`config.mk`:
```
export PLATFORM = sky130hd
export DESIGN_NAME = ps2_key_decoder
export DESIGN_NICKNAME = d
export VERILOG_FILES = /design/src/rtl/ps2_key_decoder_pkg.sv /design/src/rtl/ps2_frame_rx.sv /design/src/rtl/ps2_key_decoder.sv
export SDC_FILE = /design/constraint.sdc
export NUM_CORES = 1
export LEC_CHECK = 0
export CELL_PAD_IN_SITES_DETAIL_PLACEMENT = 0
export CELL_PAD_IN_SITES_GLOBAL_PLACEMENT = 2
export CORE_AREA = 10 10 235 349
export DETAILED_ROUTE_END_ITERATION = 8
export DIE_AREA = 0 0 245 359
export PLACE_DENSITY = 0.87
export SLEW_MARGIN = 20
export SYNTH_ARGS = -nofsm -noshare
export SYNTH_HDL_FRONTEND = slang
export SYNTH_SLANG_ARGS = --single-unit
```
`constraint.sdc`:
```
create_clock -name clk -period 3 [get_ports clk]
set_input_delay 0.6 -clock clk [delete_from_list [all_inputs] [get_ports clk]]
set_output_delay 0.6 -clock clk [all_outputs]
set_load 0.005 [all_outputs]
```
`src/rtl/ps2_key_decoder_pkg.sv`:
```
// Shared scan-code constants, decoder state encoding and key-code type for the PS/2 front end.
// Pure declarations: no latency, no flow control.
package ps2_key_decoder_pkg;

  localparam logic [7:0] SC_EXT    = 8'hE0;
  localparam logic [7:0] SC_BREAK  = 8'hF0;
  localparam logic [7:0] SC_PAUSE  = 8'hE1;
  localparam logic [7:0] SC_BAT    = 8'hAA;
  localparam logic [7:0] SC_ACK    = 8'hFA;
  localparam logic [7:0] SC_RESEND = 8'hFE;
  localparam logic [7:0] SC_ECHO   = 8'hEE;
  localparam logic [7:0] SC_ERR_LO = 8'h00;
  localparam logic [7:0] SC_ERR_HI = 8'hFF;

  localparam logic [8:0] KEY_CODE_ENTER = 9'd90;
  localparam int         PAUSE_TAIL_LEN = 7;

  typedef enum logic [1:0] {
    IDLE  = 2'd0,
    EXT   = 2'd1,
    BREAK = 2'd2,
    SKIP  = 2'd3
  } dec_state_t;

  typedef struct packed {
    logic       ext;
    logic [7:0] code;
  } key_code_t;

  // Controller responses and error codes that never describe a key.
  function automatic logic is_ignored(input logic [7:0] b);
    return (b == SC_BAT) || (b == SC_ACK) || (b == SC_RESEND) ||
           (b == SC_ECHO) || (b == SC_ERR_LO) || (b == SC_ERR_HI);
  endfunction

endpackage

```
`src/rtl/ps2_frame_rx.sv`:
```
// Synchronises PS/2 lines and assembles 11-bit frames; byte_valid/frame_err pulse 1 cycle after the stop edge.
// No backpressure: the keyboard cannot be stalled, every byte is presented exactly once.
module ps2_frame_rx
  #(
    parameter int TIMEOUT_CYCLES = 200000,
    parameter int SYNC_STAGES    = 2
  )
  (
    input  logic       clk,
    input  logic       rst,
    input  logic       ps2_clk,
    input  logic       ps2_data,
    output logic       byte_valid,
    output logic [7:0] rx_byte,
    output logic       frame_err
  );

  localparam int TW = $clog2(TIMEOUT_CYCLES + 1);

  logic [SYNC_STAGES-1:0] clk_sync;
  logic [SYNC_STAGES-1:0] data_sync;
  logic                   clk_prev;
  logic                   clk_cur;
  logic                   data_cur;
  logic                   fall;
  logic [3:0]             bit_cnt;
  logic [7:0]             shift;
  logic                   par_bit;
  logic [TW-1:0]          timer;

  assign clk_cur  = clk_sync[SYNC_STAGES-1];
  assign data_cur = data_sync[SYNC_STAGES-1];
  assign fall     = clk_prev & ~clk_cur;

  // Idle bus level is high, so reset to 1 to avoid a phantom edge after reset.
  always_ff @(posedge clk) begin
    if (rst) begin
      clk_sync  <= '1;
      data_sync <= '1;
      clk_prev  <= 1'b1;
    end else begin
      clk_sync  <= {clk_sync[SYNC_STAGES-2:0], ps2_clk};
      data_sync <= {data_sync[SYNC_STAGES-2:0], ps2_data};
      clk_prev  <= clk_cur;
    end
  end

  always_ff @(posedge clk) begin
    if (rst) begin
      bit_cnt    <= 4'd0;
      shift      <= 8'd0;
      par_bit    <= 1'b0;
      timer      <= '0;
      rx_byte    <= 8'd0;
      byte_valid <= 1'b0;
      frame_err  <= 1'b0;
    end else begin
      byte_valid <= 1'b0;
      frame_err  <= 1'b0;
      if (fall) begin
        timer <= '0;
        if (bit_cnt == 4'd0) begin
          if (!data_cur) bit_cnt <= 4'd1;
        end else if (bit_cnt <= 4'd8) begin
          shift   <= {data_cur, shift[7:1]};
          bit_cnt <= bit_cnt + 4'd1;
        end else if (bit_cnt == 4'd9) begin
          par_bit <= data_cur;
          bit_cnt <= 4'd10;
        end else begin
          bit_cnt <= 4'd0;
          if (data_cur && (^{shift, par_bit})) begin
            byte_valid <= 1'b1;
            rx_byte    <= shift;
          end else begin
            frame_err <= 1'b1;
          end
        end
      end else if (bit_cnt != 4'd0) begin
        if (timer == TW'(TIMEOUT_CYCLES - 1)) begin
          timer     <= '0;
          bit_cnt   <= 4'd0;
          frame_err <= 1'b1;
        end else begin
          timer <= timer + 1'b1;
        end
      end else begin
        timer <= '0;
      end
    end
  end

endmodule

```
`src/rtl/ps2_key_decoder.sv`:
```
// Set-2 scan-code decoder: maintains pressed-key bitmap, last change and event strobe from PS/2 frames.
// Outputs register 1 cycle after the internal byte strobe; no backpressure, events are never stalled.
module ps2_key_decoder
  import ps2_key_decoder_pkg::*;
  #(
    parameter int TIMEOUT_CYCLES = 200000,
    parameter int SYNC_STAGES    = 2
  )
  (
    input  logic         clk,
    input  logic         rst,
    input  logic         ps2_clk,
    input  logic         ps2_data,
    output logic [511:0] key_down,
    output logic [8:0]   last_change,
    output logic         been_ready,
    output logic         frame_err
  );

  logic       byte_valid;
  logic [7:0] rx_byte;

  ps2_frame_rx #(
    .TIMEOUT_CYCLES (TIMEOUT_CYCLES),
    .SYNC_STAGES    (SYNC_STAGES)
  ) u_frame_rx (
    .clk        (clk),
    .rst        (rst),
    .ps2_clk    (ps2_clk),
    .ps2_data   (ps2_data),
    .byte_valid (byte_valid),
    .rx_byte    (rx_byte),
    .frame_err  (frame_err)
  );

  dec_state_t state_q, state_d;
  logic       ext_q, ext_d;
  logic [2:0] skip_q, skip_d;
  logic       ev_vld;
  logic       ev_make;
  key_code_t  ev_code;

  always_ff @(posedge clk) begin
    if (rst) begin
      state_q <= IDLE;
      ext_q   <= 1'b0;
      skip_q  <= 3'd0;
    end else begin
      state_q <= state_d;
      ext_q   <= ext_d;
      skip_q  <= skip_d;
    end
  end

  always_comb begin
    state_d = state_q;
    ext_d   = ext_q;
    skip_d  = skip_q;
    if (frame_err) begin
      // A damaged byte may have been part of a prefix sequence, so drop it all.
      state_d = IDLE;
      ext_d   = 1'b0;
      skip_d  = 3'd0;
    end else if (byte_valid) begin
      case (state_q)
        IDLE: begin
          if (rx_byte == SC_EXT) begin
            state_d = EXT;
            ext_d   = 1'b1;
          end else if (rx_byte == SC_BREAK) begin
            state_d = BREAK;
          end else if (rx_byte == SC_PAUSE) begin
            state_d = SKIP;
            skip_d  = 3'(PAUSE_TAIL_LEN);
          end else begin
            ext_d = 1'b0;
          end
        end
        EXT: begin
          if (rx_byte == SC_BREAK) begin
            state_d = BREAK;
          end else if (rx_byte != SC_EXT) begin
            state_d = IDLE;
            ext_d   = 1'b0;
          end
        end
        BREAK: begin
          state_d = IDLE;
          ext_d   = 1'b0;
        end
        SKIP: begin
          skip_d = skip_q - 3'd1;
          if (skip_q <= 3'd1) state_d = IDLE;
        end
        default: begin
          state_d = IDLE;
          ext_d   = 1'b0;
          skip_d  = 3'd0;
        end
      endcase
    end
  end

  always_comb begin
    ev_vld       = 1'b0;
    ev_make      = 1'b1;
    ev_code.ext  = ext_q;
    ev_code.code = rx_byte;
    if (byte_valid && !frame_err) begin
      case (state_q)
        IDLE:    ev_vld = (rx_byte != SC_EXT) && (rx_byte != SC_BREAK) &&
                          (rx_byte != SC_PAUSE) && !is_ignored(rx_byte);
        EXT:     ev_vld = (rx_byte != SC_BREAK) && (rx_byte != SC_EXT);
        BREAK: begin
          ev_vld  = 1'b1;
          ev_make = 1'b0;
        end
        default: ev_vld = 1'b0;
      endcase
    end
  end

  // Typematic repeats rewrite the same bit, so key_down is unchanged but the strobe still fires.
  always_ff @(posedge clk) begin
    if (rst) begin
      key_down    <= '0;
      last_change <= 9'd0;
      been_ready  <= 1'b0;
    end else begin
      been_ready <= ev_vld;
      if (ev_vld) begin
        key_down[ev_code] <= ev_make;
        last_change       <= ev_code;
      end
    end
  end

endmodule

```
# Word level (Yosys, flattened, before mapping)
# Index checks and enable logic that the tools add are counted.
# word_totals
register_bits,574
input_bits,4
out_inout_bits,523
elab_cells,128
# op_classes
add_sub_neg,3
n_lt_le_gt_ge,4
eq_ne,27
n_mux,39
bitwise,7
reduce_logical,32
# op_table
cell,count
bitwise mux 512 bit,1
"equality test 8 bit, second input constant",8
2-to-1 mux 4 bit,7
"inequality test 8 bit, second input constant",3
"adder 18 x 1 -> 18 bit, second input constant",1
"equality test 18 bit, second input constant",1
2-to-1 mux 1 bit,17
2-to-1 mux 2 bit,6
"inequality test 2 bit, second input constant",6
"inequality test 3 bit, second input constant",4
"< comparator 9 x 10 -> 1 bit, second input constant",1
AND reduction 5 bit,2
demux 1 bit (select 9 bit),1
">= comparator 9 x 1 -> 1 bit, second input constant",1
2-to-1 mux 3 bit,3
parity 9 bit,1
logical NOT 8 bit,1
case mux 2 bit (4 select lines),1
AND reduction 4 bit,2
logical AND 1 bit,6
inverter 1 bit,6
case mux 1 bit (3 select lines),2
case mux 3 bit (2 select lines),1
AND reduction 3 bit,2
20 further kinds,28

# Depth between registers and ports, before layout
# logic_depth
depth_word,10
ltp_mapped,9
mapped_depth_nobuf,7

# Hierarchy
# Synthesis repeated with hierarchy kept, for this count alone.
# hier_totals
hier_cells,2797
area_unflattened_um2,26143.8
# by_module_without_submodules
mod,n_inst,cells_per_inst,area_each_um2,seq_area_each_um2
ps2_key_decoder,1,2559,23915.4,10570.1
ps2_frame_rx,1,238,2228.4,920.9

# Worst setup path after synthesis
# Ideal clock, no wire load.
# synth_timing
kind,reg2reg
startpoint,register u_frame_rx.bit_cnt[0]
endpoint,register u_frame_rx.bit_cnt[2]
setup_time_ps,70
t_arrival_ps,1979
required_time_ps,2930
setup_slack_ps,951
path_stages_with_launch,9
path_buffers,1
synth_period_minus_slack_ps,2049
path_cell_list,dfxtp_1 inv_1 ha_1 nand2b_1 nor2_1 or3_1 clkbuf_1 or3b_1 a21oi_1
# synth_via
elab_chain_cells,4
# synth_rtl
item,line_no,rtl
from (decl),ps2_frame_rx.sv:26,logic [3:0] bit_cnt;
from (signal assigned),ps2_frame_rx.sv:66,bit_cnt <= bit_cnt + 4'd1;
adder 4 x 1 -> 4 bit / less-or-equal comparator 4 bit (equally long branches),"ps2_frame_rx.sv:66, ps2_frame_rx.sv:64",
2-to-1 mux 4 bit,ps2_frame_rx.sv:64,end else if (bit_cnt <= 4'd8) begin
2-to-1 mux 4 bit,ps2_frame_rx.sv:62,if (bit_cnt == 4'd0) begin
2-to-1 mux 4 bit,ps2_frame_rx.sv:60,if (fall) begin
# Parallel ways exist; a longest one is shown, timed or not.
# A chain may end at the register's enable or synchronous reset.

# Final worst setup path
# layout_timing
startpoint,register u_frame_rx.rx_byte[7]
endpoint,register key_down[39]
# layout_via
elab_chain_cells,10
# layout_rtl
item,line_no,rtl
from (decl),ps2_frame_rx.sv:14,"output logic [7:0] rx_byte,"
from (signal assigned),ps2_frame_rx.sv:74,rx_byte <= shift;
branches (longest 10 deep; another with < comparator 9 x 10 -> 1 bit),n/a,
"to (signal, indexed assignment)",ps2_key_decoder.sv:132,key_down[ev_code] <= ev_make;
to (decl),ps2_key_decoder.sv:14,"output logic [511:0] key_down,"
# Parallel ways; which one is timed is not known.

==> impl_metrics.toml <==
[timing]
rsz0062_at_grt = "false"
slew_headroom = 0.371
tns_ns = 0
clock-skew-final_ns = 0.0271
setup_viol = 0
timing.fmax_mhz = 372
fin_crit_ns = 2.69
slew_viol_final = 0
setup_slack_ns = 0.309
min_period_over_period = 0.897
finalHoldViolCount = 0
max_slew.worst_pin.slew_ns = 0.936

[floorplanning]
start_util = 0.326
io-pin-count = 527
placement_rows = 124
die-area_mm2 = 0.0880
core-area_mm2 = 0.0757
fp.dieW_um = 245
die_h_um = 359

[setup_path]
critPathArrivalTime_ns = 3.25
end_kind = "register"
cpPeakStageDelay_ns = 0.69
critical_path_required_ns = 3.56
cp_slowest_cell = "dfxtp_1"
path_cells = "nand3_1, o21ai_1, o211ai_1, buf_12, nand3_1, mux2i_1"
crit_buf_inv = 1
path_class = "reg -> reg"
critPathLaunchType = "register"
path_max_fanout = 79
cp_common_cell = "nand3_1"
crit_family = "compound AO/OA/AOI/OAI gates"

[drt]
wl_um = 99600
dr.pass1.iters = 7
drc = 0
drtAntennaViolNets = 0
initialDrtViolationCount = 1507
dr_total_vias = 22201
wire_per_inst_um = 23.5
viasPerCell = 5.23

[logic_synthesis]
synth.ff_latch_count = 574
synth_xor_area_frac = 0.00891
yosys.area.top_type = "dfxtp_1"
syn-num-nets = 2819
synth_area_leaders = "dfxtp_1 (46%), mux2i_1 (21%), nand2_1 (8.4%)"
synth_edf_count = 0
synth_compound_area_frac = 0.0163
ys_seq_area_frac = 0.465
synthMuxAreaShare = 0.216
ys.flop_type = "dfxtp_1"
synth-async-reset-ratio = 0
synth_adder_area_share = 0.00557
syn_area_per_cell_um2 = 8.82
synth_top_family_by_area = "simple AND/OR/NAND/NOR gates"
netlist_instances = 2804
synthDistinctLibCells = 57
syn_area_mm2 = 0.0247
yosysWarnings = 0
synth_top_area_frac = 0.465
synth-simple-area-share = 0.242

[layout]
n_antenna_cell = 0
final_area_mm2 = 0.0331
final_common_cell = "dfxtp_1"
mostFrequentLayoutCells = "dfxtp_1 (574), nand2_1 (549), mux2i_1 (528)"
final_cells = 4246
area_growth_pct = 34.0
drive_above_1_share = 0.0615
finalNetCount = 3205

[placement]
gp_congestion = 0.822
portBuffers = 526
place_area_mm2 = 0.0312
pre_cts_ws_ns = 0.113
placedCellCount = 4138
dp_hpwl_um = 67100

[cts]
cts.sinks = 574
clkTransAtPathRegs_ns = 0.07
cts_tree = "yes"
cts_buffer_depth = 3
numCtsBuffers = 58
clock_latency_ns = 0.65
htreeDepth = 2
holdBufCountCts = 0
cts-root-buf = "clkbuf_16"

[power_and_ir_drop]
power.switching_mw = 3.50
pwr-share-seq = 0.499
p_comb_frac = 0.023
p_int_mw = 11.8
peakVddDrop_uv = 481
p_leak_nw = 14.1
clockPowerShare = 0.478
sw_frac_of_total = 0.229
total_power_mw = 15.3
p_per_area_mw_per_mm2 = 461

[grt]
first_global_vias = 22385
overflow = 0
grt_max_degree = 107
antenna_found_initial = 0
grt_pass1_wl_um = 148000
track_usage = 0.217

[worst_hold_path]
hold_path.class = "reg -> reg"

[flow_run]
maxCapViolations = 0

[status]
status = "finished, final reports clean"
## flip-flops by register name (all words and copies together), names as in the netlist
register	cells
been_ready	1
ext_q	1
key_down	512
last_change	9
skip_q	3
state_q	2
u_frame_rx.bit_cnt	4
u_frame_rx.byte_valid	1
u_frame_rx.clk_prev	1
u_frame_rx.clk_sync	2
u_frame_rx.data_sync	2
u_frame_rx.frame_err	1
u_frame_rx.par_bit	1
u_frame_rx.rx_byte	8
u_frame_rx.shift	8
u_frame_rx.timer	18
## per-stage QoR
step,util,hold WS [ns]
3_3_place_gp,0.412,0.406
2_1_floorplan,-,0.389
4_1_cts,0.437,0.424
6_report,0.437,0.419
5_1_grt,0.437,0.442
3_5_place_dp,0.412,0.403
## cells by family after synthesis
| group | Yosys count |
|---|---|
| and+or+nand+nor | 1320 |
| muxes | 531 |
| AOI/OAI and AO/OA | 59 |
| buffers and inverters | 287 |
| xor gates and xnor gates | 22 |
| adders and majority gates | 11 |
| DFF | 574 |
## what timing repair did
| action | CTS | global route |
|---|---|---|
| setup buffers | 0 | 0 |
| setup endpoints to repair | 0 | 1 |
| gates resized for setup | 0 | 1 |
## power by group through the flow
stage | combinational, mW | clock (mW) | sequential (mW)
after floorplan | 0.207 | 0 | 7.79
after global placement | 0.342 | 0 | 7.80
after detailed placement | 0.346 | 0 | 7.80
after CTS | 0.346 | 7.50 | 7.62
after global routing | 0.370 | 7.74 | 7.62
final | 0.344 | 7.31 | 7.62
## cells in the mapped netlist (6+ instances only)
master	count
dfxtp_1	574
nand2_1	550
mux2i_1	528
nand3_1	406
clkbuf_1	222
nor2_1	176
nand4_1	101
buf_2	39
nor4_1	34
o21ai_0	15
a21oi_1	14
inv_1	13
ha_1	11
xnor2_1	10
xor2_1	10
nor3_1	7
buf_4	6
nand2b_1	6
or2_2	6
## cell type report
cell class                      count  area (um2)
Tap cell                         1008        1260
Multi-Input combinational cell   1943       12100
Fill cell                        7455       42600
Inverter                           13        56.3
Timing Repair Buffer              600        6270
Sequential cell                   574       11500
Clock buffer                       81        1670
Clock inverter                     27         225
## worst reg2reg max path: cells and delay by family (launching register included)
family	cells	cell delay (ns)
AOI/OAI and AO/OA	2	0.79
DFF	1	0.69
and+or+nand+nor	2	0.63
buffers and inverters	1	0.31
muxes	1	0.21
## final timing paths
| check | from | cells after the start | slack [ns] | endpoint |
|---|---|---|---|---|
| worst max-delay path | u_frame_rx.rx_byte[7] | 6 | 0.31 | key_down[39] |
| worst min-delay path | u_frame_rx.data_sync[0] | 1 | 0.42 | u_frame_rx.data_sync[1] |
| worst min register to register | u_frame_rx.data_sync[0] | 1 | 0.42 | u_frame_rx.data_sync[1] |
| worst max register to register | u_frame_rx.rx_byte[7] | 6 | 0.31 | key_down[39] |
## layer usage
layer  global-route usage  vias up  wire [um]
met1                0.257    10847      40300
met4               0.0946        0       4310
met2                0.360      805      47400
met5                    0        -          0
met3               0.0601      166       7600
li1                     -    10383          -
(Power assumes the default switching activity.)
